===== src/rtl/viterbi_traceback_stream_if.sv =====
// Stream interface for viterbi_traceback_stream.
// Purpose : carries the ACS-side step handshake (survivor vector, best node,
//           flush/terminate markers) and the decoded-symbol output stream.
// Signals : i_acs_valid/o_acs_ready   step handshake (one trellis step)
//           i_bck_prv_st              predecessor state of every state
//           i_sel_node                best-metric state of this step
//           i_flush/i_term            end of frame / terminated trellis
//           o_data/o_valid/i_ready    decoded symbol stream
//           o_last                    final symbol of a flushed frame
//           o_busy                    traceback or emission in progress
// Modports: master drives the i_* side (producer + sink), slave is the decoder.
interface viterbi_traceback_stream_if #(
  parameter int STATE_REG_NUM = 4,
  parameter int BITS_PER_STEP = 2
);
  localparam int NUM_STATES = 2 ** STATE_REG_NUM;

  logic                                       i_acs_valid;
  logic                                       o_acs_ready;
  logic [NUM_STATES-1:0][STATE_REG_NUM-1:0]   i_bck_prv_st;
  logic [STATE_REG_NUM-1:0]                   i_sel_node;
  logic                                       i_flush;
  logic                                       i_term;
  logic [BITS_PER_STEP-1:0]                   o_data;
  logic                                       o_valid;
  logic                                       i_ready;
  logic                                       o_last;
  logic                                       o_busy;

  modport master (
    output i_acs_valid, i_bck_prv_st, i_sel_node, i_flush, i_term, i_ready,
    input  o_acs_ready, o_data, o_valid, o_last, o_busy
  );

  modport slave (
    input  i_acs_valid, i_bck_prv_st, i_sel_node, i_flush, i_term, i_ready,
    output o_acs_ready, o_data, o_valid, o_last, o_busy
  );
endinterface


===== src/rtl/viterbi_traceback_stream.sv =====
// Viterbi survivor memory with sliding-window and end-of-frame traceback.
// Purpose : stores one survivor vector per trellis step in a circular memory
//           of M = TB_DEPTH + DEC_LEN steps. When M steps are undecoded it
//           traces back M steps from the latched best node, discards the
//           newest TB_DEPTH and emits the oldest DEC_LEN steps oldest-first.
//           A flush traces back all undecoded steps and emits every one,
//           marking the final symbol with o_last.
// Ports   : clk  clock
//           rst  synchronous active-low reset
//           bus  viterbi_traceback_stream_if.slave (step input, symbol output)
module viterbi_traceback_stream #(
  parameter int STATE_REG_NUM = 4,
  parameter int BITS_PER_STEP = 2,
  parameter int TB_DEPTH      = 32,
  parameter int DEC_LEN       = 16
) (
  input  logic                             clk,
  input  logic                             rst,
  viterbi_traceback_stream_if.slave        bus
);
  localparam int NUM_STATES = 2 ** STATE_REG_NUM;
  localparam int M          = TB_DEPTH + DEC_LEN;
  localparam int PTR_W      = $clog2(M);
  localparam int CNT_W      = $clog2(M + 1);

  typedef logic [NUM_STATES-1:0][STATE_REG_NUM-1:0] surv_t;
  typedef enum logic [1:0] {FILL = 2'd0, TRACE = 2'd1, EMIT = 2'd2} state_t;

  state_t                    state_q, state_d;
  logic [PTR_W-1:0]          wr_ptr_q, wr_ptr_d;
  logic [PTR_W-1:0]          rd_ptr_q, rd_ptr_d;
  logic [PTR_W-1:0]          t_q, t_d;          // traceback step counter
  logic [PTR_W-1:0]          e_q, e_d;          // buffer index being emitted
  logic [CNT_W-1:0]          u_q, u_d;          // undecoded steps in memory
  logic [CNT_W-1:0]          n_q, n_d;          // traceback length
  logic [STATE_REG_NUM-1:0]  node_q, node_d;
  logic [STATE_REG_NUM-1:0]  sel_q, sel_d;
  logic                      flush_q, flush_d;
  logic                      ready_q, ready_d;
  logic                      valid_q, valid_d;
  logic                      last_q, last_d;
  logic                      busy_q, busy_d;
  logic [BITS_PER_STEP-1:0]  data_q, data_d;

  surv_t                     mem_q [M];
  logic [BITS_PER_STEP-1:0]  buf_q [M];

  logic                      mem_we_s;
  logic                      buf_we_s;
  logic [PTR_W-1:0]          buf_idx_s;
  logic [PTR_W-1:0]          wr_nxt_s;
  logic [CNT_W-1:0]          u_inc_s;
  logic [STATE_REG_NUM-1:0]  sel_w_s;
  logic [BITS_PER_STEP-1:0]  node_bits_s;
  logic [PTR_W-1:0]          e_m1_s;

  function automatic logic [PTR_W-1:0] ptr_inc(input logic [PTR_W-1:0] p);
    return (p == PTR_W'(M - 1)) ? PTR_W'(0) : p + PTR_W'(1);
  endfunction

  function automatic logic [PTR_W-1:0] ptr_dec(input logic [PTR_W-1:0] p);
    return (p == PTR_W'(0)) ? PTR_W'(M - 1) : p - PTR_W'(1);
  endfunction

  // Next-state, datapath and next-output logic
  always_comb begin
    state_d   = state_q;
    wr_ptr_d  = wr_ptr_q;
    rd_ptr_d  = rd_ptr_q;
    t_d       = t_q;
    e_d       = e_q;
    u_d       = u_q;
    n_d       = n_q;
    node_d    = node_q;
    sel_d     = sel_q;
    flush_d   = flush_q;
    valid_d   = valid_q;
    last_d    = last_q;
    data_d    = data_q;
    mem_we_s  = 1'b0;
    buf_we_s  = 1'b0;
    buf_idx_s = PTR_W'(0);
    wr_nxt_s  = wr_ptr_q;
    u_inc_s   = u_q;
    sel_w_s   = sel_q;
    node_bits_s = node_q[BITS_PER_STEP-1:0];
    e_m1_s    = e_q - PTR_W'(1);

    case (state_q)
      FILL: begin
        // ready_q is low only in the first cycle after reset; no step is taken then.
        if (ready_q) begin
          if (bus.i_acs_valid) begin
            mem_we_s = 1'b1;
            wr_nxt_s = ptr_inc(wr_ptr_q);
            u_inc_s  = u_q + CNT_W'(1);
            sel_w_s  = bus.i_sel_node;
          end else begin
            mem_we_s = 1'b0;
            wr_nxt_s = wr_ptr_q;
            u_inc_s  = u_q;
            sel_w_s  = sel_q;
          end
          wr_ptr_d = wr_nxt_s;
          u_d      = u_inc_s;
          sel_d    = sel_w_s;
          // Traceback always begins at the most recently written entry.
          rd_ptr_d = ptr_dec(wr_nxt_s);
          t_d      = PTR_W'(0);
          // While ready, i_flush qualifies both with and without a step.
          if (bus.i_flush && (u_inc_s != CNT_W'(0))) begin
            state_d = TRACE;
            n_d     = u_inc_s;
            flush_d = 1'b1;
            node_d  = bus.i_term ? STATE_REG_NUM'(0) : sel_w_s;
          end else if (!bus.i_flush && (u_inc_s == CNT_W'(M))) begin
            state_d = TRACE;
            n_d     = CNT_W'(M);
            flush_d = 1'b0;
            node_d  = sel_w_s;
          end else begin
            state_d = FILL;
          end
        end else begin
          state_d = FILL;
        end
      end

      TRACE: begin
        // Window traces drop the newest TB_DEPTH (unconverged) steps.
        if (flush_q) begin
          buf_we_s  = 1'b1;
          buf_idx_s = t_q;
        end else if (t_q >= PTR_W'(TB_DEPTH)) begin
          buf_we_s  = 1'b1;
          buf_idx_s = t_q - PTR_W'(TB_DEPTH);
        end else begin
          buf_we_s  = 1'b0;
        end
        node_d   = mem_q[rd_ptr_q][node_q];
        rd_ptr_d = ptr_dec(rd_ptr_q);
        t_d      = t_q + PTR_W'(1);
        if (CNT_W'(t_q) == (n_q - CNT_W'(1))) begin
          state_d = EMIT;
          e_d     = flush_q ? PTR_W'(n_q - CNT_W'(1)) : PTR_W'(DEC_LEN - 1);
          valid_d = 1'b1;
          // The step traced last is the oldest and goes out first; bypass the buffer.
          data_d  = node_bits_s;
          last_d  = flush_q && (n_q == CNT_W'(1));
        end else begin
          state_d = TRACE;
        end
      end

      EMIT: begin
        if (valid_q && bus.i_ready) begin
          if (e_q == PTR_W'(0)) begin
            state_d = FILL;
            valid_d = 1'b0;
            last_d  = 1'b0;
            data_d  = BITS_PER_STEP'(0);
            if (flush_q) begin
              u_d      = CNT_W'(0);
              wr_ptr_d = PTR_W'(0);
            end else begin
              // Keep the convergence span for the next window.
              u_d      = CNT_W'(TB_DEPTH);
            end
          end else begin
            e_d    = e_m1_s;
            data_d = buf_q[e_m1_s];
            last_d = flush_q && (e_m1_s == PTR_W'(0));
          end
        end else begin
          state_d = EMIT;
        end
      end

      default: begin
        state_d = FILL;
      end
    endcase

    ready_d = (state_d == FILL);
    busy_d  = (state_d != FILL);
  end

  // Control and output registers with synchronous active-low reset
  always_ff @(posedge clk) begin
    if (!rst) begin
      state_q  <= FILL;
      wr_ptr_q <= PTR_W'(0);
      rd_ptr_q <= PTR_W'(0);
      t_q      <= PTR_W'(0);
      e_q      <= PTR_W'(0);
      u_q      <= CNT_W'(0);
      n_q      <= CNT_W'(0);
      node_q   <= STATE_REG_NUM'(0);
      sel_q    <= STATE_REG_NUM'(0);
      flush_q  <= 1'b0;
      ready_q  <= 1'b0;
      valid_q  <= 1'b0;
      last_q   <= 1'b0;
      busy_q   <= 1'b0;
      data_q   <= BITS_PER_STEP'(0);
    end else begin
      state_q  <= state_d;
      wr_ptr_q <= wr_ptr_d;
      rd_ptr_q <= rd_ptr_d;
      t_q      <= t_d;
      e_q      <= e_d;
      u_q      <= u_d;
      n_q      <= n_d;
      node_q   <= node_d;
      sel_q    <= sel_d;
      flush_q  <= flush_d;
      ready_q  <= ready_d;
      valid_q  <= valid_d;
      last_q   <= last_d;
      busy_q   <= busy_d;
      data_q   <= data_d;
    end
  end

  // Survivor memory and reverse buffer; contents are don't-care until written
  always_ff @(posedge clk) begin
    if (mem_we_s) begin
      mem_q[wr_ptr_q] <= bus.i_bck_prv_st;
    end
    if (buf_we_s) begin
      buf_q[buf_idx_s] <= node_bits_s;
    end
  end

  assign bus.o_acs_ready = ready_q;
  assign bus.o_valid     = valid_q;
  assign bus.o_data      = data_q;
  assign bus.o_last      = last_q;
  assign bus.o_busy      = busy_q;

endmodule

===== src/flat_wrapper.sv =====
// flat-port wrapper written by rule: the top's interface ports become plain ports
module viterbi_traceback_stream_flat 
#(
  parameter int STATE_REG_NUM = 4,
  parameter int BITS_PER_STEP = 2,
  parameter int TB_DEPTH      = 32,
  parameter int DEC_LEN       = 16
)
  (clk, rst, bus_i_acs_valid, bus_i_bck_prv_st, bus_i_sel_node, bus_i_flush, bus_i_term, bus_i_ready, bus_o_acs_ready, bus_o_data, bus_o_valid, bus_o_last, bus_o_busy);
  viterbi_traceback_stream_if #(.STATE_REG_NUM(STATE_REG_NUM), .BITS_PER_STEP(BITS_PER_STEP)) bus_i ();
  input  logic clk;
  input  logic rst;
  input wire logic [$bits(bus_i.i_acs_valid)-1:0] bus_i_acs_valid;
  input wire logic [$bits(bus_i.i_bck_prv_st)-1:0] bus_i_bck_prv_st;
  input wire logic [$bits(bus_i.i_sel_node)-1:0] bus_i_sel_node;
  input wire logic [$bits(bus_i.i_flush)-1:0] bus_i_flush;
  input wire logic [$bits(bus_i.i_term)-1:0] bus_i_term;
  input wire logic [$bits(bus_i.i_ready)-1:0] bus_i_ready;
  output wire logic [$bits(bus_i.o_acs_ready)-1:0] bus_o_acs_ready;
  output wire logic [$bits(bus_i.o_data)-1:0] bus_o_data;
  output wire logic [$bits(bus_i.o_valid)-1:0] bus_o_valid;
  output wire logic [$bits(bus_i.o_last)-1:0] bus_o_last;
  output wire logic [$bits(bus_i.o_busy)-1:0] bus_o_busy;
  assign bus_i.i_acs_valid = bus_i_acs_valid;
  assign bus_i.i_bck_prv_st = bus_i_bck_prv_st;
  assign bus_i.i_sel_node = bus_i_sel_node;
  assign bus_i.i_flush = bus_i_flush;
  assign bus_i.i_term = bus_i_term;
  assign bus_i.i_ready = bus_i_ready;
  assign bus_o_acs_ready = bus_i.o_acs_ready;
  assign bus_o_data = bus_i.o_data;
  assign bus_o_valid = bus_i.o_valid;
  assign bus_o_last = bus_i.o_last;
  assign bus_o_busy = bus_i.o_busy;
  viterbi_traceback_stream #(.STATE_REG_NUM(STATE_REG_NUM), .BITS_PER_STEP(BITS_PER_STEP), .TB_DEPTH(TB_DEPTH), .DEC_LEN(DEC_LEN)) u_core (.clk(clk), .rst(rst), .bus(bus_i));
endmodule

===== config.mk =====
export PLATFORM = sky130hd
export DESIGN_NAME = viterbi_traceback_stream_flat
export DESIGN_NICKNAME = d
export VERILOG_FILES = /design/src/rtl/viterbi_traceback_stream_if.sv /design/src/rtl/viterbi_traceback_stream.sv /design/src/flat_wrapper.sv
export SDC_FILE = /design/constraint.sdc
export NUM_CORES = 2
export LEC_CHECK = 0
export ABC_CLOCK_PERIOD_IN_PS = 9800
export CORE_UTILIZATION = 35
export DETAILED_ROUTE_END_ITERATION = 6
export PLACE_DENSITY = 0.59
export SLEW_MARGIN = 15
export SYNTH_ARGS = -nofsm -noshare
export SYNTH_HDL_FRONTEND = slang
export SYNTH_SLANG_ARGS = --single-unit

===== constraint.sdc =====
create_clock -name clk -period 9.8 [get_ports clk]
set_clock_uncertainty 0.2 [all_clocks]
set_input_delay 0.98 -clock clk [delete_from_list [all_inputs] [get_ports clk]]
set_output_delay 0.98 -clock clk [all_outputs]
set_load 0.03 [all_outputs]

==> run summary <==
initial antenna violation count -> 30
Routed WL per cell -> 34.1 um
placer congestion estimate -> 0.851
Clk pin slew, worst setup/hold paths -> 0.06 ns
maximum VDD drop -> 0.161 mV
Die W -> 600 um
Synth Area in Adders -> 0.160%
max-slew violation count -> 0
Worst R2R End -> u_core.node_q[1]
Placeable Area -> 356000 um2
power density over the cells -> 219 nW/um2
Sw Share -> 24.5%
Internal -> 0.0237 W
Yosys reg bits -> 3227
first-pass GRT wire length -> 521 mm
Post-synth EDFFs -> 3168
Total GRT Usage -> 20.8%
post-CTS sizing -> 0
Die ar. -> 360000 um2
Combinational Power Share -> 10.6%
# H-tree levels -> 5
worst skew pair latency -> 0.95 ns
Slew headroom -> 8.28%
R2R cell count -> 9
post-route insts no fill -> 11.1k
crit path to -> u_core.node_q[1]
RSZ-0062 raised after global routing -> false
TNS Setup -> 0 ns
most common cell in the netlist -> edfxtp_1
via count -> 64.5k
clk buf depth -> 4
Syn Area/Cell -> 21.8 um2
clock power share -> 40.7%
Syn Inst Count -> 5755
Final Hold Viols -> 0
Seq pwr share -> 48.7%
total gr overflow -> 0
CP arrival -> 5.85 ns
reg2reg setup slack -> 4.61 ns
Synth Cell Area -> 125000 um2
Max-Cap Viols -> 0
largest family of logic cells by synthesized area -> multiplexers
predominant post-synthesis flop cell -> edfxtp_1
First-pass DRT Iterations -> 7
DRC -> 11
Post-Syn Nets -> 5845
hpwl dp -> 214 mm
asr flop ratio synth -> 0%
CTS Buf Count -> 338
Yosys cell types -> 77
Pleak -> 43.4 nW
status -> finished, violations left
area leader, netlist -> edfxtp_1
Hold Buf Count CTS -> 0
YS warnings -> 0
switching power total -> 0.00769 W
final worst path period need -> 5.19 ns
DIE HEIGHT -> 600 um
largest net degree at the start of global routing -> 99
Worst Setup End Kind -> flip-flop
Vias/cell -> 5.79
drt total wl -> 380 mm
Post-Synth Simple-Gate Area -> 2.50%
failing checks -> DRC
Starting Density -> 35.2%
xor and xnor fraction of the mapped netlist area -> 0.203%
drt initial violations -> 9866
vias in the first global route -> 63.4k
Worst-Margin Slew -> 1.37 ns
cell area after layout -> 143000 um2
clock sink count -> 3227
sequential fraction of the synthesis area -> 76.9%
Final Setup Violations -> 0
HP Class -> flip-flop to flip-flop
share of layout cells above drive strength 1 -> 26.1%
DP Area -> 132000 um2
Synth area leaders -> edfxtp_1 76%, mux4_2 14%, dfxtp_1 0.94%
row count -> 219
crit path launch type -> flip-flop
number of port buffers -> 79
Post-DRT Antenna Nets -> 0
I/O Pins -> 80
Compound-Gate Fraction of Synth Area -> 2.75%
Crit path required time -> 10.46 ns
post-layout net count -> 6191
TritonCTS clock tree -> done
worst-path maximum fanout -> 42
Setup Fix Bufs, Post-CTS -> 0
period utilization -> 52.9%
Setup Crit Path Kind -> flip-flop to flip-flop
Post-synth top cells -> 3168 x edfxtp_1, 805 x mux4_2, 223 x nand2_1
Area Growth Syn to Fin -> 14.5%
post-synthesis mux area share -> 15.7%
Root Driver -> clkbuf_16
Yosys top cell area share -> 76.0%
Max Fclk -> 193 MHz
placed cells -> 10.5k
## critical path, stage by stage, from the launching register on
cell,delay [ns]
dfxtp_4,0.92
buf_4,0.57
buf_4,0.69
mux4_2,0.34
a211oi_1,0.07
a31oi_1,0.96
o211ai_1,0.49
a21oi_1,0.27
a221oi_1,0.20
o32ai_1,0.32
## worst min-delay path by stage
stage / startpoint / to / slack (ns) / cells after the start
floorplan: u_core.sel_q[0] / u_core.sel_q[0] / 0.23 / 2
global placement: u_core.sel_q[3] / u_core.sel_q[3] / 0.25 / 2
detailed placement: u_core.sel_q[3] / u_core.sel_q[3] / 0.25 / 2
CTS: u_core.sel_q[3] / u_core.sel_q[3] / 0.26 / 2
global route: u_core.sel_q[0] / u_core.sel_q[0] / 0.28 / 2
finish: u_core.sel_q[1] / u_core.sel_q[1] / 0.26 / 2
## flip-flops by register name, summed over array words and instances (netlist names), named ones only
name                    count
u_core.mem_q             3072
u_core.buf_q               96
u_core.e_q                  6
u_core.n_q                  6
u_core.rd_ptr_q             6
u_core.t_q                  6
u_core.u_q                  6
u_core.wr_ptr_q             6
u_core.node_q               4
u_core.sel_q                4
u_core.bus.o_data           2
u_core.state_q              2
u_core.bus.o_acs_ready      1
u_core.bus.o_busy           1
u_core.bus.o_last           1
u_core.bus.o_valid          1
u_core.flush_q              1
## per-stage QoR
stage / hold WS (ns) / total power (W) / utilization [%] / setup WS [ns]
after floorplan: 0.234 / 0.0175 / - / 4.25
after detailed placement: 0.253 / 0.0189 / 37.2 / 4.05
after global routing: 0.283 / 0.0321 / 40.3 / 4.47
final: 0.264 / 0.0314 / 40.3 / 4.61
after global placement: 0.248 / 0.0188 / 37.2 / 4.19
after CTS: 0.261 / 0.0315 / 40.3 / 4.65
## layout make-up
| type | instances | area, um2 |
|---|---|---|
| antenna | 11 | 27.5 |
| clock buffer | 406 | 8870 |
| clock inverter | 204 | 2150 |
| fill | 31000 | 213000 |
| inverter | 31 | 126 |
| multi-input combinational | 2180 | 27200 |
| sequential | 3227 | 96300 |
| tap | 4751 | 5940 |
| timing repair buffer | 323 | 2780 |
## cell usage in the layout (no fill, tap or decap), drive strengths merged, types with 11 or more instances in the layout
master         synthesis  final
inv                   30     40
buf                  225    250
a31oi                 24     24
clkdlybuf4s50          0     73
o21ai                 53     53
clkinv                 1    157
a221oi                41     41
a211oi                23     23
bufinv                 0     30
mux2i                108    108
diode                  0     11
nor4                  12     12
o211ai                16     16
edfxtp              3168   3168
o221ai                13     13
xor2                  11     11
and2                  13     13
ha                    16     16
nand2                223    223
xnor2                 18     18
a22oi                 84     84
nand2b                21     21
clkbuf                92    406
mux4                 809    809
nor2b                 22     22
dfxtp                 59     59
nand3                 76     76
o22ai                 36     36
nor3                  38     38
a21oi                109    109
mux2                  35     35
nor2                 215    215
nand4                 26     26
## power by group through the flow
stage / Clock, W / Sequential [W] / Combinational, W
finish: 0.0128 / 0.0153 / 0.00333
global route: 0.0134 / 0.0153 / 0.00344
CTS: 0.0129 / 0.0153 / 0.00332
detailed placement: 0 / 0.0156 / 0.00331
global placement: 0 / 0.0156 / 0.00329
floorplan: 0 / 0.0155 / 0.00194
## cell families (layout without fill, tap and decap cells)
logic type	after synthesis	count (layout)
adder cells (fa/ha/maj)	16	16
other	0	11
buffers and inverters	348	964
multiplexers	952	952
flip-flops	3227	3227
AO/OA/AOI/OAI	493	493
XOR/XNOR	29	29
AND/OR/NAND/NOR	690	690
## layer usage
metal | part of all wire [%] | vias to the layer above | track usage [%]
li1 | - | 25000 | -
met1 | 39 | 35000 | 28.8
met2 | 46 | 3831 | 32.4
met3 | 11 | 646 | 4.61
met4 | 3.8 | 10 | 7.24
met5 | 0.019 | - | 0
Note: power is estimated with default switching activity, not from simulation.
